### src/rtl/ahb_wrr_arbiter_pkg.sv
// Shared types for the AHB weighted round-robin arbiter: burst encoding,
// arbiter states and the burst-length lookup.
package ahb_wrr_arbiter_pkg;

  typedef enum logic [2:0] {
    HB_SINGLE = 3'd0,
    HB_INCR   = 3'd1,
    HB_WRAP4  = 3'd2,
    HB_INCR4  = 3'd3,
    HB_WRAP8  = 3'd4,
    HB_INCR8  = 3'd5,
    HB_WRAP16 = 3'd6,
    HB_INCR16 = 3'd7
  } hburst_type;

  typedef enum logic {
    IDLE,
    BURST
  } arb_state_t;

  localparam int BEAT_CNT_W = 5;

  // Undefined-length INCR returns 0; its end is decided by the owner's hreq.
  function automatic logic [BEAT_CNT_W-1:0] beat_limit(input hburst_type burst);
    case (burst)
      HB_SINGLE:            return 5'd1;
      HB_WRAP4,  HB_INCR4:  return 5'd4;
      HB_WRAP8,  HB_INCR8:  return 5'd8;
      HB_WRAP16, HB_INCR16: return 5'd16;
      default:              return 5'd0;
    endcase
  endfunction

endpackage

### src/rtl/ahb_wrr_arbiter_beat_counter.sv
// Beat counter for the current burst: captures the beat limit on the first
// owned cycle and flags the cycle in which the final beat is accepted.
module ahb_burst_beat_counter
  import ahb_wrr_arbiter_pkg::*;
(
  input  logic       hclk,
  input  logic       hreset_n,
  input  logic       hsel,
  input  logic       hwait,
  input  logic       owner_req,
  input  hburst_type hburst,
  output logic       hlast
);

  logic [BEAT_CNT_W-1:0] count;
  logic [BEAT_CNT_W-1:0] limit_q;
  logic [BEAT_CNT_W-1:0] limit;
  logic                  undef_q;
  logic                  undef;
  logic                  captured;
  logic                  accept;

  assign accept = hsel & ~hwait;

  // Until captured, the live hburst is used so a SINGLE can end in its first cycle.
  always_comb begin
    limit = limit_q;
    undef = undef_q;
    if (!captured) begin
      limit = beat_limit(hburst);
      undef = (hburst == HB_INCR);
    end
  end

  assign hlast = accept & (undef ? ~owner_req : (count == (limit - 5'd1)));

  always_ff @(posedge hclk or negedge hreset_n) begin
    if (!hreset_n) begin
      count    <= '0;
      limit_q  <= '0;
      undef_q  <= 1'b0;
      captured <= 1'b0;
    end else if (!hsel || hlast) begin
      count    <= '0;
      captured <= 1'b0;
    end else begin
      if (!captured) begin
        captured <= 1'b1;
        limit_q  <= beat_limit(hburst);
        undef_q  <= (hburst == HB_INCR);
      end
      if (accept) begin
        count <= count + 5'd1;
      end
    end
  end

endmodule

### src/rtl/ahb_wrr_arbiter.sv
// Weighted round-robin AHB arbiter: each master gets hweight+1 bursts per turn.
// Optional starvation timer enabled by defining WRR_STARVE_TIMER_EN.
module ahb_wrr_arbiter
  import ahb_wrr_arbiter_pkg::*;
#(
  parameter int MASTER_NUM   = 4,
  parameter int WEIGHT_BIT   = 3,
  parameter int STARVE_LIMIT = 32
) (
  input  logic                                 hclk,
  input  logic                                 hreset_n,
  input  logic [MASTER_NUM-1:0]                hreq,
  input  hburst_type                           hburst,
  input  logic                                 hwait,
  input  logic [MASTER_NUM-1:0][WEIGHT_BIT-1:0] hweight,
  output logic [MASTER_NUM-1:0]                hgrant,
  output logic                                 hsel,
  output logic [$clog2(MASTER_NUM)-1:0]        hmaster,
  output logic                                 hlast
);

  localparam int PTR_W  = $clog2(MASTER_NUM);
  localparam int CRED_W = WEIGHT_BIT + 1;

  arb_state_t              state;
  logic [MASTER_NUM-1:0]   grant;
  logic [PTR_W-1:0]        owner;
  logic [PTR_W-1:0]        rr_ptr;
  logic [CRED_W-1:0]       credit;
  logic [PTR_W-1:0]        owner_next_ptr;
  logic [PTR_W-1:0]        scan_base;
  logic [PTR_W-1:0]        scan_idx;
  logic [PTR_W-1:0]        winner;
  logic                    winner_found;
  logic [MASTER_NUM-1:0]   winner_onehot;
  logic [CRED_W-1:0]       winner_credit;
  logic                    owner_req;
  logic                    keep_owner;
  logic                    starve_hit;

  assign hgrant  = grant & ~{MASTER_NUM{hwait}};
  assign hsel    = (state == BURST);
  assign hmaster = owner;

  assign owner_req      = hreq[owner];
  assign owner_next_ptr = (owner == PTR_W'(MASTER_NUM - 1)) ? '0 : owner + 1'b1;
  assign scan_base      = (state == IDLE) ? rr_ptr : owner_next_ptr;

  // First requester at or after scan_base, wrapping past the top index.
  always_comb begin
    winner       = '0;
    winner_found = 1'b0;
    scan_idx     = '0;
    for (int i = 0; i < MASTER_NUM; i++) begin
      scan_idx = PTR_W'((int'(scan_base) + i) % MASTER_NUM);
      if (!winner_found && hreq[scan_idx]) begin
        winner       = scan_idx;
        winner_found = 1'b1;
      end
    end
  end

  assign winner_onehot = MASTER_NUM'(1) << winner;
  assign winner_credit = {1'b0, hweight[winner]} + CRED_W'(1);
  assign keep_owner    = owner_req & (credit > CRED_W'(1)) & ~starve_hit;

`ifdef WRR_STARVE_TIMER_EN
  localparam int STARVE_W = $clog2(STARVE_LIMIT + 1);

  logic [STARVE_W-1:0] starve_cnt;
  logic                handover;

  assign handover   = hlast & ~keep_owner;
  assign starve_hit = (starve_cnt >= STARVE_W'(STARVE_LIMIT));

  // Saturating count of cycles in which some other master is kept waiting.
  always_ff @(posedge hclk or negedge hreset_n) begin
    if (!hreset_n) begin
      starve_cnt <= '0;
    end else if (state == IDLE || handover) begin
      starve_cnt <= '0;
    end else if (|(hreq & ~grant) && !starve_hit) begin
      starve_cnt <= starve_cnt + 1'b1;
    end
  end
`else
  assign starve_hit = 1'b0;
`endif

  // Ownership only moves on an accepted final beat, so hwait freezes everything.
  always_ff @(posedge hclk or negedge hreset_n) begin
    if (!hreset_n) begin
      state  <= IDLE;
      grant  <= '0;
      owner  <= '0;
      rr_ptr <= '0;
      credit <= '0;
    end else begin
      case (state)
        IDLE: begin
          if (winner_found) begin
            state  <= BURST;
            grant  <= winner_onehot;
            owner  <= winner;
            credit <= winner_credit;
          end
        end
        BURST: begin
          if (hlast) begin
            if (keep_owner) begin
              credit <= credit - 1'b1;
            end else begin
              rr_ptr <= owner_next_ptr;
              if (winner_found) begin
                grant  <= winner_onehot;
                owner  <= winner;
                credit <= winner_credit;
              end else begin
                state  <= IDLE;
                grant  <= '0;
                credit <= '0;
              end
            end
          end else if (starve_hit) begin
            credit <= '0;
          end
        end
        default: state <= IDLE;
      endcase
    end
  end

  ahb_burst_beat_counter u_beat_counter (
    .hclk      (hclk),
    .hreset_n  (hreset_n),
    .hsel      (hsel),
    .hwait     (hwait),
    .owner_req (owner_req),
    .hburst    (hburst),
    .hlast     (hlast)
  );

endmodule

### config.mk
export PLATFORM = sky130hd
export DESIGN_NAME = ahb_wrr_arbiter
export DESIGN_NICKNAME = d
export VERILOG_FILES = /design/src/rtl/ahb_wrr_arbiter_pkg.sv /design/src/rtl/ahb_wrr_arbiter_beat_counter.sv /design/src/rtl/ahb_wrr_arbiter.sv
export SDC_FILE = /design/constraint.sdc
export NUM_CORES = 1
export LEC_CHECK = 0
export CAP_MARGIN = 20
export CELL_PAD_IN_SITES_DETAIL_PLACEMENT = 1
export CELL_PAD_IN_SITES_GLOBAL_PLACEMENT = 1
export CORE_AREA = 3 3 70 72
export CTS_CLUSTER_SIZE = 10
export DETAILED_ROUTE_END_ITERATION = 8
export DIE_AREA = 0 0 73 75
export GPL_TIMING_DRIVEN = 0
export PLACE_DENSITY_LB_ADDON = 0.05
export SLEW_MARGIN = 20
export SYNTH_ARGS = -nofsm -noshare
export SYNTH_HDL_FRONTEND = slang
export SYNTH_SLANG_ARGS = --single-unit
export TNS_END_PERCENT = 1
### constraint.sdc
create_clock -name hclk -period 4.4 [get_ports hclk]
set_input_delay 0.44 -clock hclk [delete_from_list [all_inputs] [get_ports hclk]]
set_output_delay 0.44 -clock hclk [all_outputs]
set_load 0.02 [all_outputs]
# Yosys cells after proc, flatten, opt, wreduce, memory -nomap -nowiden
# Cells that the tools add are included.
word_totals:
  output_inout_bits: 8
  reg_bits: 25
  elab_cells: 110
  in_bits: 22
op_classes:
  n_shift: 1
  n_reduce_logical: 17
  order_cmp: 7
  mux: 47
  add_sub_neg: 8
  bitwise_logic: 9
  eq_ne: 12
ops:
  columns: ["operator", "n"]
  rows:
  - ["4-bit two-way mux", 8]
  - ["5-bit one-hot mux with 4 select lines", 1]
  - ["2-bit by 3-bit less-than comparator with 1-bit output (second input constant)", 6]
  - ["2-bit two-way mux", 9]
  - ["4-bit one-hot mux with 2 select lines", 2]
  - ["1-bit two-way mux", 15]
  - ["5-bit two-way mux", 3]
  - ["3-bit == test (second input constant)", 4]
  - ["1-bit binary-select mux with 2-bit select", 5]
  - ["3-bit binary-select mux with 2-bit select", 1]
  - ["3-bit by 2-bit == test with 1-bit output (second input constant)", 2]
  - ["3-bit AND reduction", 2]
  - ["2-bit OR reduction", 3]
  - ["5-bit by 1-bit adder with 5-bit output (second input constant)", 1]
  - ["5-bit == test", 1]
  - ["5-bit by 1-bit subtractor with 5-bit output (second input constant)", 1]
  - ["2-bit by 1-bit adder with 2-bit output (second input constant)", 2]
  - ["2-bit adder (second input constant)", 2]
  - ["3-bit by 1-bit adder with 4-bit output (second input constant)", 1]
  - ["4-bit AND", 1]
  - ["4-bit by 1-bit greater-than comparator with 1-bit output (second input constant)", 1]
  - ["1-bit logical NOT", 4]
  - ["2-bit != test (second input constant)", 2]
  - ["1-bit NOT", 4]
  - ["15 further kinds", 20]

# Logic depth before layout (Yosys ltp)
# Gate-level depths: netlist of run 1.
depth:
  ltp_word: 22
  ltp_mapped: 14

# Hierarchy
# From an unflattened synthesis of run 1, not the netlist that was laid out.
hier_totals:
  cells_unflattened: 231
  hier_area_um2: 1984.4
modules_own_cells:
  columns: ["module", "n_inst", "seq_area_each_um2", "area_each_um2", "cells_per_inst"]
  rows:
  - ["ahb_wrr_arbiter", 1, 325.3, 1081.0, 125]
  - ["ahb_burst_beat_counter", 1, 300.3, 903.4, 106]

# Worst setup path before layout of run 1
# No wires, ideal clock.
synth_path:
  path_kind: "register to register"
  from: "reg owner[0], in the netlist hmaster[0]"
  to: "reg credit[2]"
  t_arrival_ns: 2.729
  synth_period_minus_slack_ns: 2.853
  slack_ns: 1.547
  path_stages_with_launch: 12
  path_cell_list: "dfrtp_1 > ha_1 > or3b_1 > a41oi_1 > nand3_2 > mux2_2 > nor2_1 > a21oi_1 > ha_1 > xnor2_1 > nor2_1 > a211o_1"
synth_between:
  elab_chain_cells: 22
  elab_cells_between_ends: 46
  classes_between: "add/sub (5); eq/ne (3); mux (28); bitwise (3); reduce/logical (7)"
synth_lines:
  columns: ["element", "line", "source"]
  rows:
  - ["start: declaration", "ahb_wrr_arbiter.sv:27", "logic [PTR_W-1:0] owner;"]
  - ["start signal: assignment", "ahb_wrr_arbiter.sv:104", "owner <= winner;"]
  - ["start signal: assignment", "ahb_wrr_arbiter.sv:116", "owner <= winner;"]
  - ["parallel branches: the longest is 22 deep, another holds 2-bit by 1-bit adder with 2-bit output", null, null]
  - ["end signal: assignment", "ahb_wrr_arbiter.sv:105", "credit <= winner_credit;"]
  - ["end signal: assignment", "ahb_wrr_arbiter.sv:111", "credit <= credit - 1'b1;"]
  - ["end signal: assignment", "ahb_wrr_arbiter.sv:117", "credit <= winner_credit;"]
  - ["end: declaration", "ahb_wrr_arbiter.sv:29", "logic [CRED_W-1:0] credit;"]
# Several ways; the timed one is not identified. The select of a mux whose other input is x is not followed.
# A chain may end at the register's enable or synchronous reset.

# Final worst setup path of run 1
layout_path:
  from: "reg u_beat_counter.captured"
  to: "out hlast"
layout_between:
  elab_chain_cells: 5
  elab_cells_between_ends: 6
  classes_between: "add/sub (1); eq/ne (1); mux (3); bitwise (1)"
layout_lines:
  columns: ["element", "line", "source"]
  rows:
  - ["start: declaration", "ahb_wrr_arbiter_beat_counter.sv:20", "logic captured;"]
  - ["start signal: assignment", "ahb_wrr_arbiter_beat_counter.sv:42", "captured <= 1'b0;"]
  - ["start signal: assignment", "ahb_wrr_arbiter_beat_counter.sv:45", "captured <= 1'b0;"]
  - ["start signal: assignment", "ahb_wrr_arbiter_beat_counter.sv:48", "captured <= 1'b1;"]
  - ["5-bit two-way mux", null, null]
  - ["5-bit by 1-bit subtractor with 5-bit output", "ahb_wrr_arbiter_beat_counter.sv:35", "assign hlast = accept & (undef ? ~owner_req : (count == (limit - 5'd1)));"]
  - ["5-bit == test", "ahb_wrr_arbiter_beat_counter.sv:35", null]
  - ["1-bit two-way mux (*)", "ahb_wrr_arbiter_beat_counter.sv:35", null]
  - ["1-bit AND (*)", "ahb_wrr_arbiter_beat_counter.sv:35", null]
  - ["end: declaration", "ahb_wrr_arbiter.sv:19", "output logic hlast"]
# Mark *: on every way between the ends. The rest lies on a longest branch, timed or not.

==> flow_results.org, run 1 <==
** Timing
- Setup violations remaining at the end of the flow were counted as 0.
- Of the available clock period, the critical path in the final layout requires 0.929.
- Remaining max-slew budget at the tightest pin :: 0.426
- Setup repair after global routing missed its margin :: no
- Subtracting the final worst setup slack from the clock period gives 4.09 ns.
- Skew final :: approximately 0.0073 ns
- For the final routed database, the setup TNS stands at 0 ns.
- The total count of max-transition violations in the final report was 0.
- The count of final hold-check violations was 0.
- Maximum clock frequency :: between 0.2 and 0.25 GHz
- At the pin with the least slew margin, the transition time is 0.853 ns.

** Worst setup path
- In this design, the stage delay of the slowest critical-path cell is approximately 0.62 ns.
- Most common cell on crit path :: buf_2
- Slowest cell on the critical path :: clkdlybuf4s50_1
- Critical path class :: reg2out
- Setup crit end kind :: output pin
- Endpoint required time on the critical path :: 3.96 ns
- Highest net fanout along the worst path :: 10
- STA classifies the critical path startpoint as a flip-flop.
- Arrival time worst endpoint :: roughly 3.7 ns
- The signal on the critical path passes through buf_2 -> buf_2 -> nor4_1 -> a21oi_2 -> ha_1 -> nor4bb_1 -> a41oi_1 -> xor2_1 -> nand4_1 -> o22ai_4 -> nand2_4 -> inv_4 -> clkdlybuf4s50_1.

** Yosys
- Number of enable-type register cells in the synthesized netlist :: 0
- The number of nets handed over by synthesis was 230.
- In the synthesized netlist, the number of instances is 202.
- Flip-flop and latch count after synthesis :: 25
- For this run, asynchronously set or reset flops after synthesis account for 1.00.
- A synthesized cell averages ~9.2 µm².
- The most used flip-flop cell after synthesis is dfrtp_1.
- Number of distinct library cell variants in the gate-level netlist after synthesis :: 55
- Total standard cell area after synthesis :: 1870 µm²
- For this run, the register share of the synthesized area comes to 0.335.
- Count of yosys warnings during synthesis :: 0

** Pwr
- The design draws approximately 1.4 mW.
- In this run the static leakage power is 1.01 nW.
- The share of total power dissipated in combinational logic is 0.609.
- Portion of total power attributed to the clock network :: 0.100
- The internal portion of the total power is approximately 760 µW.
- Power spent charging and discharging nets :: 637 µW
- VDD IR max :: 0.225 mV
- Dividing total power by cell area gives a power density of 618 nW/µm².
- Of the total power, registers draw 0.292.
- Of the total power, the share spent switching nets is 0.455.

** Outcome
- Result of the run :: complete, no violations

** Global routing
- The number of antenna violations at the first check in global routing came to 0.
- The first global-routing pass estimated 8370 µm of wire.
- For this run the aggregate overflow at the end of global routing stands at 0.
- Across every metal layer, demand over resource in global routing totals 0.196.
- Number of global-route vias before repair :: ~1800
- Pin count of the biggest net entering global routing :: 26

** CTS
- The clock passes through at most 2 buffers.
- Once the clock tree was built, the setup fixing pass inserted 0 buffers.
- Hold-fix buffer count after cts :: 0
- Clock-pin slew reported for the worst setup and hold paths after clock tree synthesis :: roughly 0.09 ns
- Count of instances resized after the clock tree is built :: 0
- CTS saw 25 sinks.
- Maximum level of the CTS H-tree :: 1
- The cell sitting at the root of the clock tree is a clkbuf_8.
- The clock reaches the later pin of the worst-skew pair after ~0.27 ns.
- Buffers inserted during clock tree synthesis total 3.
- TritonCTS built the clock tree.

** Final layout
- Counting the fill cells in the layout gives 502.
- In the layout the commonest cells are dfrtp_1 (25), clkdlybuf4s50_1 (25), nor2_1 (19).
- For this run, the post-layout net count is about 260.
- Fraction of layout instances using a drive strength above 1 :: 0.115
- Antenna cells :: 0
- Layout overhead on the synthesized area :: 21.5%

** Floorplanning
- Starting utilization of the core area :: 0.428
- Count of pins on the block boundary :: 30
- The region available for standard cell placement spans around 4400 µm².
- The die covers between 5000 and 6000 µm².
- In this run the horizontal extent of the chip is ~73 µm.
- The floorplan step set the die height to between 70 and 80 µm.
- Rows :: 24

** Placed design
- After legalization and detailed placement, the total HPWL measured between 4000 and 5000 µm.
- Buffers on Ports :: 28
- Final Wtd Congestion :: between 0.8 and 0.9

** Routing
- DRT antenna net count :: 0
- Using the TritonRoute via totals, the vias-per-cell ratio works out to about 6.
- Count of vias placed by the detailed router :: ~1700
- In the final routed layout, each cell accounts on average for approximately 18 µm.
- DRC violations left :: 0
- The final layout contains routed wiring with a total length of approximately 5000 µm.
- First DRT Iteration DRCs :: just over 90
- The pre-antenna-repair detailed-routing pass consisted of 4 iterations.

** Hold path
- The worst hold path belongs to the class in2async.

** Flow run
- Max-cap viol count :: 0
-- area by class of cell --
type                       instances  area [µm²]  share of cell area
inverter                          11        43.8              0.0193
clock buffer                       4        45.0              0.0199
sequential                        25         626               0.276
buffer                             5        22.5             0.00994
tap                               52        65.1              0.0287
multi-input combinational        161        1180               0.522
timing repair buffer              28         280               0.124
-- power by group through the flow --
stage	clock network, mW	registers [mW]	logic (mW)
finish	0.139	0.408	0.852
global route	0.153	0.424	0.940
CTS	0.144	0.409	0.855
detailed placement	0	0.413	0.852
global placement	0	0.406	0.802
floorplan	0	0.396	0.629
-- Yosys cell counts, drive strengths merged, types with 2 or more instances --
master | instances | area, µm²
a41oi | 2 | 17.5
xor2 | 7 | 61.3
o22ai | 2 | 26.3
nor4 | 3 | 18.8
nor2 | 19 | 71.3
a211o | 2 | 17.5
or3b | 2 | 17.5
nand4 | 5 | 31.3
nor2b | 5 | 31.3
and3 | 2 | 12.5
dfrtp | 25 | 626
nand2b | 3 | 26.3
nand2 | 20 | 85.1
mux2i | 12 | 120
a211oi | 4 | 35.0
o31ai | 2 | 15.0
a31oi | 3 | 18.8
ha | 6 | 75.1
inv | 11 | 43.8
o32ai | 2 | 17.5
a21oi | 10 | 61.3
clkbuf | 2 | 7.51
nand3 | 9 | 50.1
o21ai | 13 | 76.3
mux2 | 7 | 93.8
xnor2 | 2 | 17.5
buf | 3 | 15.0
nor4bb | 2 | 20.0
-- state kept, by name (all words and copies together), names as in the netlist --
register                 cells
u_beat_counter.limit_q       5
u_beat_counter.count         5
credit                       4
hmaster                      2
rr_ptr                       2
grant                        4
u_beat_counter.captured      1
u_beat_counter.undef_q       1
hsel                         1
-- per-layer routing --
layer	vias to the layer above	part of all wire	track usage
met5	-	0	0
met4	0	0.014	0.0799
met3	6	0.038	0.0320
met2	46	0.53	0.375
met1	813	0.41	0.214
li1	807	-	-
-- final timing paths --
| kind | start | to | slack, ns | depth (start not counted) |
|---|---|---|---|---|
| worst max-delay path | u_beat_counter.captured | hlast | 0.31 | 13 |
| worst min-delay path | hreset_n | u_beat_counter.limit_q[1] | 0.16 | 1 |
| worst max register to register | u_beat_counter.captured | u_beat_counter.limit_q[2] | 1.08 | 13 |
| worst min register to register | grant[1] | grant[1] | 0.51 | 1 |
| max in group asynchronous | hreset_n | grant[1] | 3.85 | 1 |
| min in group hclk | grant[1] | grant[1] | 0.51 | 1 |
-- critical path: cells and delay by family, from the launching register on --
kind	cells	cell delay [ns]
AOI/OAI and AO/OA	3	0.63
and+or+nand+nor	4	0.79
DFF	1	0.33
adders and majority gates	1	0.26
xor gates and xnor gates	1	0.23
buffers and inverters	4	1.16
-- kinds of logic (layout without fill, tap and decap cells) --
group	Yosys count	after routing	share of synthesized area
AOI/OAI and AO/OA	48	48	0.193
xor gates and xnor gates	9	9	0.0423
adders and majority gates	6	6	0.0402
buffers and inverters	16	48	0.0356
DFF	25	25	0.335
muxes	20	20	0.127
and+or+nand+nor	78	78	0.227
-- metrics by stage --
| stage | area, µm² | instances | setup WS (ns) | hold WS [ns] | util |
|---|---|---|---|---|---|
| 6_report | 2270 | 286 | 0.313 | 0.157 | 0.520 |
| 5_1_grt | 2270 | 286 | 0.0391 | 0.194 | 0.520 |
| 4_1_cts | 2260 | 286 | 0.0668 | 0.182 | 0.518 |
| 3_5_place_dp | 2210 | 282 | 0.0845 | 0.485 | 0.508 |
| 3_3_place_gp | 2210 | 282 | 0.296 | 0.475 | 0.508 |
| 2_1_floorplan | 1870 | 202 | 1.55 | 0.144 | - |
Note: power is estimated with default switching activity, not from simulation.
==> run 2, diff against run 1 <==
Settings changed: CORE_AREA 3 3 70 72 to 3 3 72 74, DIE_AREA 0 0 73 75 to 0 0 75 77, SYNTH_HIERARCHICAL from default to 1.
==> run 2 against run 1 <==
Sequential power grew 5.4%. Routed wire length is 4.1% higher. Clock skew rose by 0.0037 ns. Non-clock buffer count increased by 2. Sequential cell count is the same. Via count up 9.5%. Setup slack got worse by 0.090 ns. Die area increased by 5.5%. Critical path type is now in2out. Critical endpoint unchanged. Highest routed layer unchanged.
==> flow_results.org, run 2 <==
** Yosys
- Sequential fraction of the synthesis area :: 0.315 (-0.0201)
- Area share of the largest cell type after synthesis :: 0.315 (-0.0201)
- Flip-flop and latch count after synthesis :: 25 (unchanged)
- For this run, the leading register cell type out of synthesis is dfrtp_1.
- Number of distinct library cell variants in the gate-level netlist after synthesis :: 54 (-1.8%)
- Counting instances in the post-synthesis netlist gives the leading cell types as dfrtp_1 (25), nand2_1 (22), a21oi_1 (19), nor2_1 (19).
- Count of yosys warnings during synthesis :: 6 (+6)
- Post-synth top area cell :: dfrtp_1
- Library cell with the highest instance count after synthesis :: dfrtp_1
- Synthesized netlist cell count :: 231 (+14%)
- By area the synthesized netlist is led by dfrtp_1 (32%), mux2i_1 (6.6%), a21oi_1 (4.8%).
- Total standard cell area after synthesis :: 1980 µm² (+6.4%)
- Post-Synthesis Mean Instance Area :: 8.59 µm² (-7.0%)
- Share of synthesized registers carrying an async set or reset :: 1.00 (unchanged)
- The synthesized netlist net count was 259 (+13%).
- The number of synthesized flops with an enable pin came to 0 (unchanged).

** Timing
- The actual transition at the worst max-transition pin came to 0.787 ns (-0.0663 ns).
- The setup-violating endpoint count in the final report is 0 (unchanged).
- Fin crit period :: 4.18 ns (+0.0901 ns)
- Setup repair after global routing missed its margin :: no
- The fmax came to 0.239 GHz (-2.2%).
- The count of final hold-check violations is 0 (unchanged).
- Remaining max-slew budget at the tightest pin :: 0.471 (+0.0446)
- Skew final :: 0.0110 ns (+0.00374 ns)
- The post-route worst hold slack came to 0.149 ns (-0.00748 ns).
- The worst-case setup margin in the final layout was 0.223 ns (-0.0901 ns).
- Final Cycle Share :: 0.949 (+0.0205)
- The total count of max-transition violations in the final report is 0 (unchanged).

** Placed design
- The placed wire-length estimate after detailed placement was 3910 µm (-3.7%).
- The post-placement setup slack is -0.280 ns (-0.365 ns).
- The number of buffers added on ports is 29 (+3.6%).
- The routability congestion estimate from global placement was 0.804 (-5.8%).

** Global routing
- Total overflow reported by the global router :: 0 (unchanged)
- Global routing usage on met3 :: 0.0170 (-0.0150)
- Number of global-route vias before repair :: 1941 (+6.6%)
- GR Util All Layers :: 0.197 (+0.000550)
- The wire length of the first global-routing pass came to 9050 µm (+8.2%).
- Pin count of the biggest net entering global routing :: 26 (unchanged)
- The global routing stage identified its most utilized layer as met2.
- Global routing usage on met2 :: 0.335 (-0.0400)
- The global-route track usage on met1 is 0.258 (+0.0445).
- The number of antenna violations at the first check in global routing was 0 (unchanged).

** Routing
- The antenna violation net count after detailed routing was 0 (unchanged).
- DR WL/cell :: 16.4 µm (-6.7%)
- Total Wirelength :: 5240 µm (+4.1%)
- The via-per-instance ratio came to 5.74 (-1.8%).
- DRC violations left :: 0 (unchanged)
- Count of vias placed by the detailed router :: 1831 (+9.5%)
- Router iterations before antenna repair :: 4 (unchanged)
- First DRT Iteration DRCs :: 88 (-5.4%)

** Floorplanning
- Total die area :: 5780 µm² (+5.5%)
- Count of pins on the block boundary :: 30 (unchanged)
- The effective utilization at floorplan is 0.426 (-0.00268).
- The vertical die dimension came to 77 µm (+2.7%).
- The horizontal die dimension was 75 µm (+2.7%).
- The placement row count is 25 (+4.2%).
- The area inside the core boundary was 4660 µm² (+7.0%).

** CTS
- TritonCTS built the clock tree.
- The tree is rooted in a clkbuf_8.
- The deepest clock path buffer count was 2 (unchanged).
- The quantity of hold-fixing buffers added after cts came to 0 (unchanged).
- Clock latency at the later pin of the worst-skew pair :: 0.28 ns (about the same)
- Clock-pin slew reported for the worst setup and hold paths after clock tree synthesis :: 0.10 ns (about the same)
- TritonCTS buffer count :: 3 (unchanged)
- Maximum level of the CTS H-tree :: 1 (unchanged)
- The TritonCTS sink count came to 25 (unchanged).

** Worst setup path
- Most common cell on crit path :: clkdlybuf4s50_1
- The critical path goes through clkdlybuf4s50_1 -> nor4_1 -> a21oi_2 -> ha_1 -> nor4bb_1 -> a41oi_1 -> xor2_1 -> nand3_1 -> o22ai_1 -> nor3b_4 -> clkdlybuf4s50_1.
- The arrival time at the worst endpoint is 3.74 ns (+0.09 ns).
- The count of buffer and inverter cells on the critical path is 2 (-2).
- Highest net fanout along the worst path :: 9 (-1)
- Dominant delay contributor by cell family on the critical path :: buffers and inverters
- STA classifies the critical path endpoint as an output pin.
- STA classifies the critical path startpoint as a primary input.
- On the critical path, the stage with the largest delay is an instance of clkdlybuf4s50_1.
- The critical path in this run is classified as in2out.
- The delay contributed by the slowest stage of the critical path is 0.63 ns (about the same).
- The worst endpoint required time is 3.96 ns (about the same).
- Path length in cells of the critical path :: 11 (-2)
- Length in cells of the worst reg-to-reg path :: 15 (+2)

** Final layout
- The ratio of cells with drive above 1 in the final layout came to 0.106 (-0.00972).
- Final layout net count :: 294 (+12%)
- Most common cell after layout, fill and taps aside :: clkdlybuf4s50_1
- In the layout the commonest cells are clkdlybuf4s50_1 (28), dfrtp_1 (25), nand2_1 (22).
- Compared with the post-synthesis result, the final layout area differs by 21.3%.
- Fillcell total :: 559 (+11%)
- Largest registers in the final layout :: u_beat_counter/count (5), u_beat_counter/limit_q (5)
- Multi-input gate area :: 1290 µm² (+9.3%)
- Antenna cells :: 0 (unchanged)
- Sequential cell area in the final layout :: 626 µm² (unchanged)

** Pwr
- VDD IR max :: 0.248 mV (+10%)
- The static power due to leakage was 1.03 nW (+1.9%).
- The ratio of total power to cell area came to 672 nW/µm² (+8.8%).

** Outcome
- The run finished with clean final reports.

** Hold path
- Tightest Hold Check Type :: in2async

** Flow run
- The number of maximum-capacitance violations was 0 (unchanged).
==> run 2: cell types whose count changed after synthesis, sizes merged, moves of 2 or more <==
cell / change
a31o: +2
nand4: -4
and2: +2
nand2: +2
nor2b: +2
nor3b: +2
inv: +3
a21oi: +10
nor3: +5
a211o: -2
o22ai: +2
==> run 2: what timing repair did <==
action,CTS,global route
resized for setup,1,1
pin swaps,0,0
endpoints found under the setup margin,1,1
setup buffers,0,1
==> run 2: layer usage <==
metal / part of all wire / wire length, µm / vias to the layer above
met1: 0.47 / 2460 / 879
met3: 0.025 / 133 / 6
li1: - / - / 917
met5: 0 / 0 / -
met4: 0.014 / 71 / 0
met2: 0.49 / 2580 / 29
==> run 2: worst register-to-register path, delay by kind of cell (launching register included) <==
| family | cells | cell delay (ns) |
|---|---|---|
| and+or+nand+nor | 7 | 1.56 |
| AOI/OAI and AO/OA | 3 | 0.56 |
| DFF | 1 | 0.39 |
| muxes | 1 | 0.35 |
| buffers and inverters | 2 | 0.33 |
| adders and majority gates | 1 | 0.25 |
| xor gates and xnor gates | 1 | 0.25 |
==> run 2: logic make-up after synthesis <==
family,count (synthesis),share of synthesized area
AND/OR/NAND/NOR,90,0.236
AO/OA/AOI/OAI,63,0.219
flip-flops,25,0.315
multiplexers,21,0.119
buffers and inverters,19,0.0416
XOR/XNOR,7,0.0309
adder cells (fa/ha/maj),6,0.0378
==> run 2: path summary, 6_finish.rpt <==
check	slack, ns	startpoint	end
max in group asynchronous	3.86	hreset_n	u_beat_counter/limit_q[0]
setup reg to reg	0.60	u_beat_counter/captured	hmaster[1]
hold reg to reg	0.50	rr_ptr[0]	rr_ptr[0]
min in group hclk	0.50	rr_ptr[0]	rr_ptr[0]
setup / recovery	0.22	hburst[1]	hlast
hold / removal	0.15	hreset_n	u_beat_counter/count[4]
==> run 2: report_power, final <==
| group | internal, mW | switching (mW) | leakage (nW) |
|---|---|---|---|
| Sequential | 0.324 | 0.106 | 0.301 |
| Clock | 0.0650 | 0.0834 | 0.0228 |
| Combinational | 0.469 | 0.570 | 0.706 |
==> run 2: final cells by class <==
class / count / share of cell area
multi-input combinational: 187 / 0.537
inverter: 14 / 0.0218
clock buffer: 4 / 0.0187
sequential: 25 / 0.260
buffer: 5 / 0.0125
tap: 54 / 0.0281
timing repair buffer: 30 / 0.122
==> run 2: per-stage QoR <==
step                      instance area (µm²)  utilization  cells  power, mW  setup TNS (ns)
after global placement                   2340        0.503    314       1.44          -0.782
after global routing                     2410        0.517    319       1.78               0
after CTS                                2390        0.514    318       1.62               0
after floorplan                          1980            -    231       1.20               0
final                                    2410        0.517    319       1.62               0
after detailed placement                 2340        0.503    314       1.46          -0.837
==> run 3, diff against run 2 <==
--- a/config.mk
+++ b/config.mk
@@ -15,4 +15,5 @@
 export GPL_TIMING_DRIVEN = 0
 export PLACE_DENSITY_LB_ADDON = 0.05
+export SKIP_CTS_REPAIR_TIMING = 1
 export SLEW_MARGIN = 20
 export SYNTH_ARGS = -nofsm -noshare
==> constraint.sdc (replaced) <==
create_clock -name hclk -period 4.4 [get_ports hclk]
set_input_delay 1.32 -clock hclk [delete_from_list [all_inputs] [get_ports hclk]]
set_output_delay 1.32 -clock hclk [all_outputs]
set_load 0.02 [all_outputs]
==> run 3 against run 2 <==
The flow now finishes with violations (negative setup slack). Final cell count increased by 2.8%. Maximum frequency shrank 8.6%. Sequential power increased by 2%. Critical path type unchanged. Critical endpoint unchanged.
==> flow_results.org, run 3 (synthesis results as in run 2) <==
** Worst setup path
- The worst setup path is captured at an output pin.
- Endpoint required time on the critical path :: 3.08 ns (-0.88 ns)
- On the critical path, the stage with the largest delay is an instance of nor4_4.
- The register-to-register setup slack came to 0.88 ns (+0.28 ns).
- The arrival time at the worst endpoint came to 3.25 ns (-0.49 ns).
- Chain of cells forming the critical path :: buf_8 -> nor4_4 -> a21oi_2 -> ha_2 -> nor4bb_4 -> a41oi_2 -> xor2_2 -> nand3_2 -> o22ai_2 -> nor3b_4 -> buf_6
- Buf/Inv on CP :: 2 (unchanged)
- Critical path class :: in2out
- The delay contributed by the slowest stage of the critical path came to 0.27 ns (-0.36 ns).
- Worst r2r src :: u_beat_counter/captured
- Grouping stages by cell kind, the critical path spends the most delay in simple AND/OR/NAND/NOR gates.
- Length in cells of the worst reg-to-reg path :: 15 (unchanged)
- Startpoint type of the worst setup path :: primary input
- The largest fanout of any net on the critical path was 4 (-5).
- Critical R2R Capture :: hmaster[1]

** Final layout
- Relative to the synthesized area, the layout overhead comes to 28.2%.
- In the final layout, the registers with the most flip-flops are u_beat_counter/count (5), u_beat_counter/limit_q (5).
- Fraction of layout instances using a drive strength above 1 :: 0.179 (+0.0732)
- Sequential cell area in the final layout :: 626 µm² (unchanged)
- Most common cell after layout, fill and taps aside :: dfrtp_1
- Final layout net count :: 303 (+3.1%)
- Antenna cells :: 0 (unchanged)
- The library cells used most frequently in the layout, excluding fill and tap cells, are dfrtp_1 (25), clkdlybuf4s50_1 (24), nand2_1 (22).
- Multi-input gate area :: 1360 µm² (+5.0%)
- Fillcell total :: 546 (-2.3%)
- Utilization of the core after routing :: 0.546 (+0.0295)

** Floorplanning
- The horizontal die dimension came to 75 µm (unchanged).
- Starting utilization of the core area :: 0.426 (unchanged)
- The number of ports placed on the die boundary is 30 (unchanged).
- Total die area :: 5780 µm² (unchanged)
- The placement row count is 25 (unchanged).
- The vertical die dimension is 77 µm (unchanged).
- The area inside the core boundary came to 4660 µm² (unchanged).

** Routing
- First DRT Iteration DRCs :: 71 (-19%)
- Router iterations before antenna repair :: 4 (unchanged)
- Total Wirelength :: 5620 µm (+7.3%)
- The count of unresolved DRC violations after routing was 0 (unchanged).
- The antenna violation net count after detailed routing came to 0 (unchanged).
- The per-cell routed wire length is 17.1 µm (+4.3%).
- The total number of vias was 1913 (+4.5%).
- Post-detailed-route via-to-cell ratio :: 5.83 (+1.6%)

** Timing
- Setup slack of the critical path after layout :: -0.169 ns (-0.392 ns)
- The setup-violating endpoint count in the final report came to 1 (+1).
- The fmax is 0.219 GHz (-8.6%).
- Least-Margin Pin Slew :: 0.788 ns (+0.000767 ns)
- Worst slack on hold paths :: 0.491 ns (+0.342 ns)
- The count of final hold-check violations was 0 (unchanged).
- The final worst-path cycle share came to 1.04 (+0.0891).
- The clock period minus final worst setup slack was 4.57 ns (+0.392 ns).
- Setup repair after global routing could not meet its margin everywhere.
- The total count of max-transition violations in the final report was 0 (unchanged).
- The headroom to the max-slew limit came to 0.470 (-0.000515).
- The worst clock skew on the final layout was 0.00596 ns (-0.00506 ns).

** CTS
- Root cell of the clock tree :: clkbuf_8
- Deepest clock path buffer count :: 2 (unchanged)
- The count of H-tree levels built during CTS came to 1 (unchanged).
- Clock latency at the later pin of the worst-skew pair :: 0.27 ns (about the same)
- The clock-pin transition on the worst setup and hold timing paths came to 0.09 ns (about the same).
- The TritonCTS sink count is 25 (unchanged).
- TritonCTS built the clock tree.
- The number of buffers created by CTS came to 3 (unchanged).

** Placed design
- Buffers on Ports :: 29 (unchanged)
- The routability congestion estimate from global placement was 0.841 (+4.5%).
- The placed wire-length estimate after detailed placement is 3930 µm (+0.63%).
- Worst slack after detailed placement :: -1.56 ns (-1.27 ns)

** Pwr
- The part of the power in the clock network is 0.081 (-0.011).
- The switching share of power is 0.467 (-0.00297).
- Internal Dissipation :: 943 µW (+10%)
- VDD IR max :: 0.261 mV (+5.2%)
- The static power due to leakage is 1.09 nW (+6.2%).
- Power spent charging and discharging nets :: 826 µW (+8.7%)
- Areal power density over the cells :: 695 nW/µm² (+3.5%)
- Part of the total power dissipated in combinational logic :: 0.672 (+0.030)
- Flop pwr share :: 0.247 (-0.019)

** Global routing
- The wire length of the first global-routing pass came to 8830 µm (-2.4%).
- The global routing usage summed across all routing layers came to 0.191 (-0.00593).
- Number of global-route vias before repair :: 1841 (-5.2%)
- Total overflow reported by the global router :: 0 (unchanged)
- Initial antenna violation count :: 0 (unchanged)
- Pin count of the biggest net entering global routing :: 26 (unchanged)

** Outcome
- Result of the run :: complete, but fails checks
- Failing checks :: negative setup slack

** Hold path
- Startpoint of the lowest-slack hold path :: rr_ptr[0]
- Tightest Hold Check Type :: reg2reg
- Counting instances, the worst hold path has a depth of 2.
- For hold timing, the worst endpoint is rr_ptr[0].

** Flow run
- The number of maximum-capacitance violations is 0 (unchanged).
-- run 3: power groups by stage --
stage	registers [mW]	clock network, mW	logic [mW]
final	0.437	0.143	1.19
after global routing	0.452	0.160	1.32
after CTS	0.432	0.147	1.05
after detailed placement	0.434	0	1.04
after global placement	0.434	0	1.02
after floorplan	0.412	0	0.801
-- run 3: metal layers --
layer  part of all wire  wire, µm  up-vias  GRT usage
li1                   -         -      932          -
met1               0.47      2630      941      0.274
met2               0.49      2770       36      0.310
met3              0.028       157        4     0.0183
met4              0.010        59        0     0.0320
met5                  0         0        -          0
-- run 3: final cells by class --
type                       instances  area share
inverter                          14      0.0206
buffer                             5      0.0118
sequential                        25       0.246
timing repair buffer              39       0.144
multi-input combinational        187       0.534
clock buffer                       4      0.0177
tap                               54      0.0265
-- run 3: worst max-delay path by stage --
stage	start	endpoint	slack, ns	depth (start not counted)
2_1_floorplan	hburst[0]	hlast	0.003	9
3_3_place_gp	hburst[1]	hlast	-1.49	11
3_5_place_dp	hburst[1]	hlast	-1.56	11
4_1_cts	hburst[1]	hlast	-1.58	11
5_1_grt	hburst[2]	hlast	-0.32	11
6_report	hburst[0]	hlast	-0.17	11
-- run 3: worst reg2reg max path: stages, from the launching register on --
cell and delay (ns):
dfrtp_1 0.39, buf_4 0.17, buf_4 0.19, a21oi_2 0.27, ha_2 0.27, nor4bb_4 0.23
a41oi_2 0.08, xor2_2 0.22, nand3_2 0.16, o22ai_2 0.13, nor3b_4 0.23, buf_4 0.18
and2_1 0.22, nor2_1 0.14, nor2_1 0.18, mux2_2 0.36
-- run 3: through the flow --
stage	area [µm²]	power, mW	TNS [ns]	cells
after floorplan	2010	1.21	0	231
after global placement	2370	1.46	-5.63	314
after detailed placement	2370	1.48	-6.68	314
after CTS	2410	1.63	-3.47	318
after global routing	2540	1.93	-0.324	328
final	2540	1.77	-0.169	328
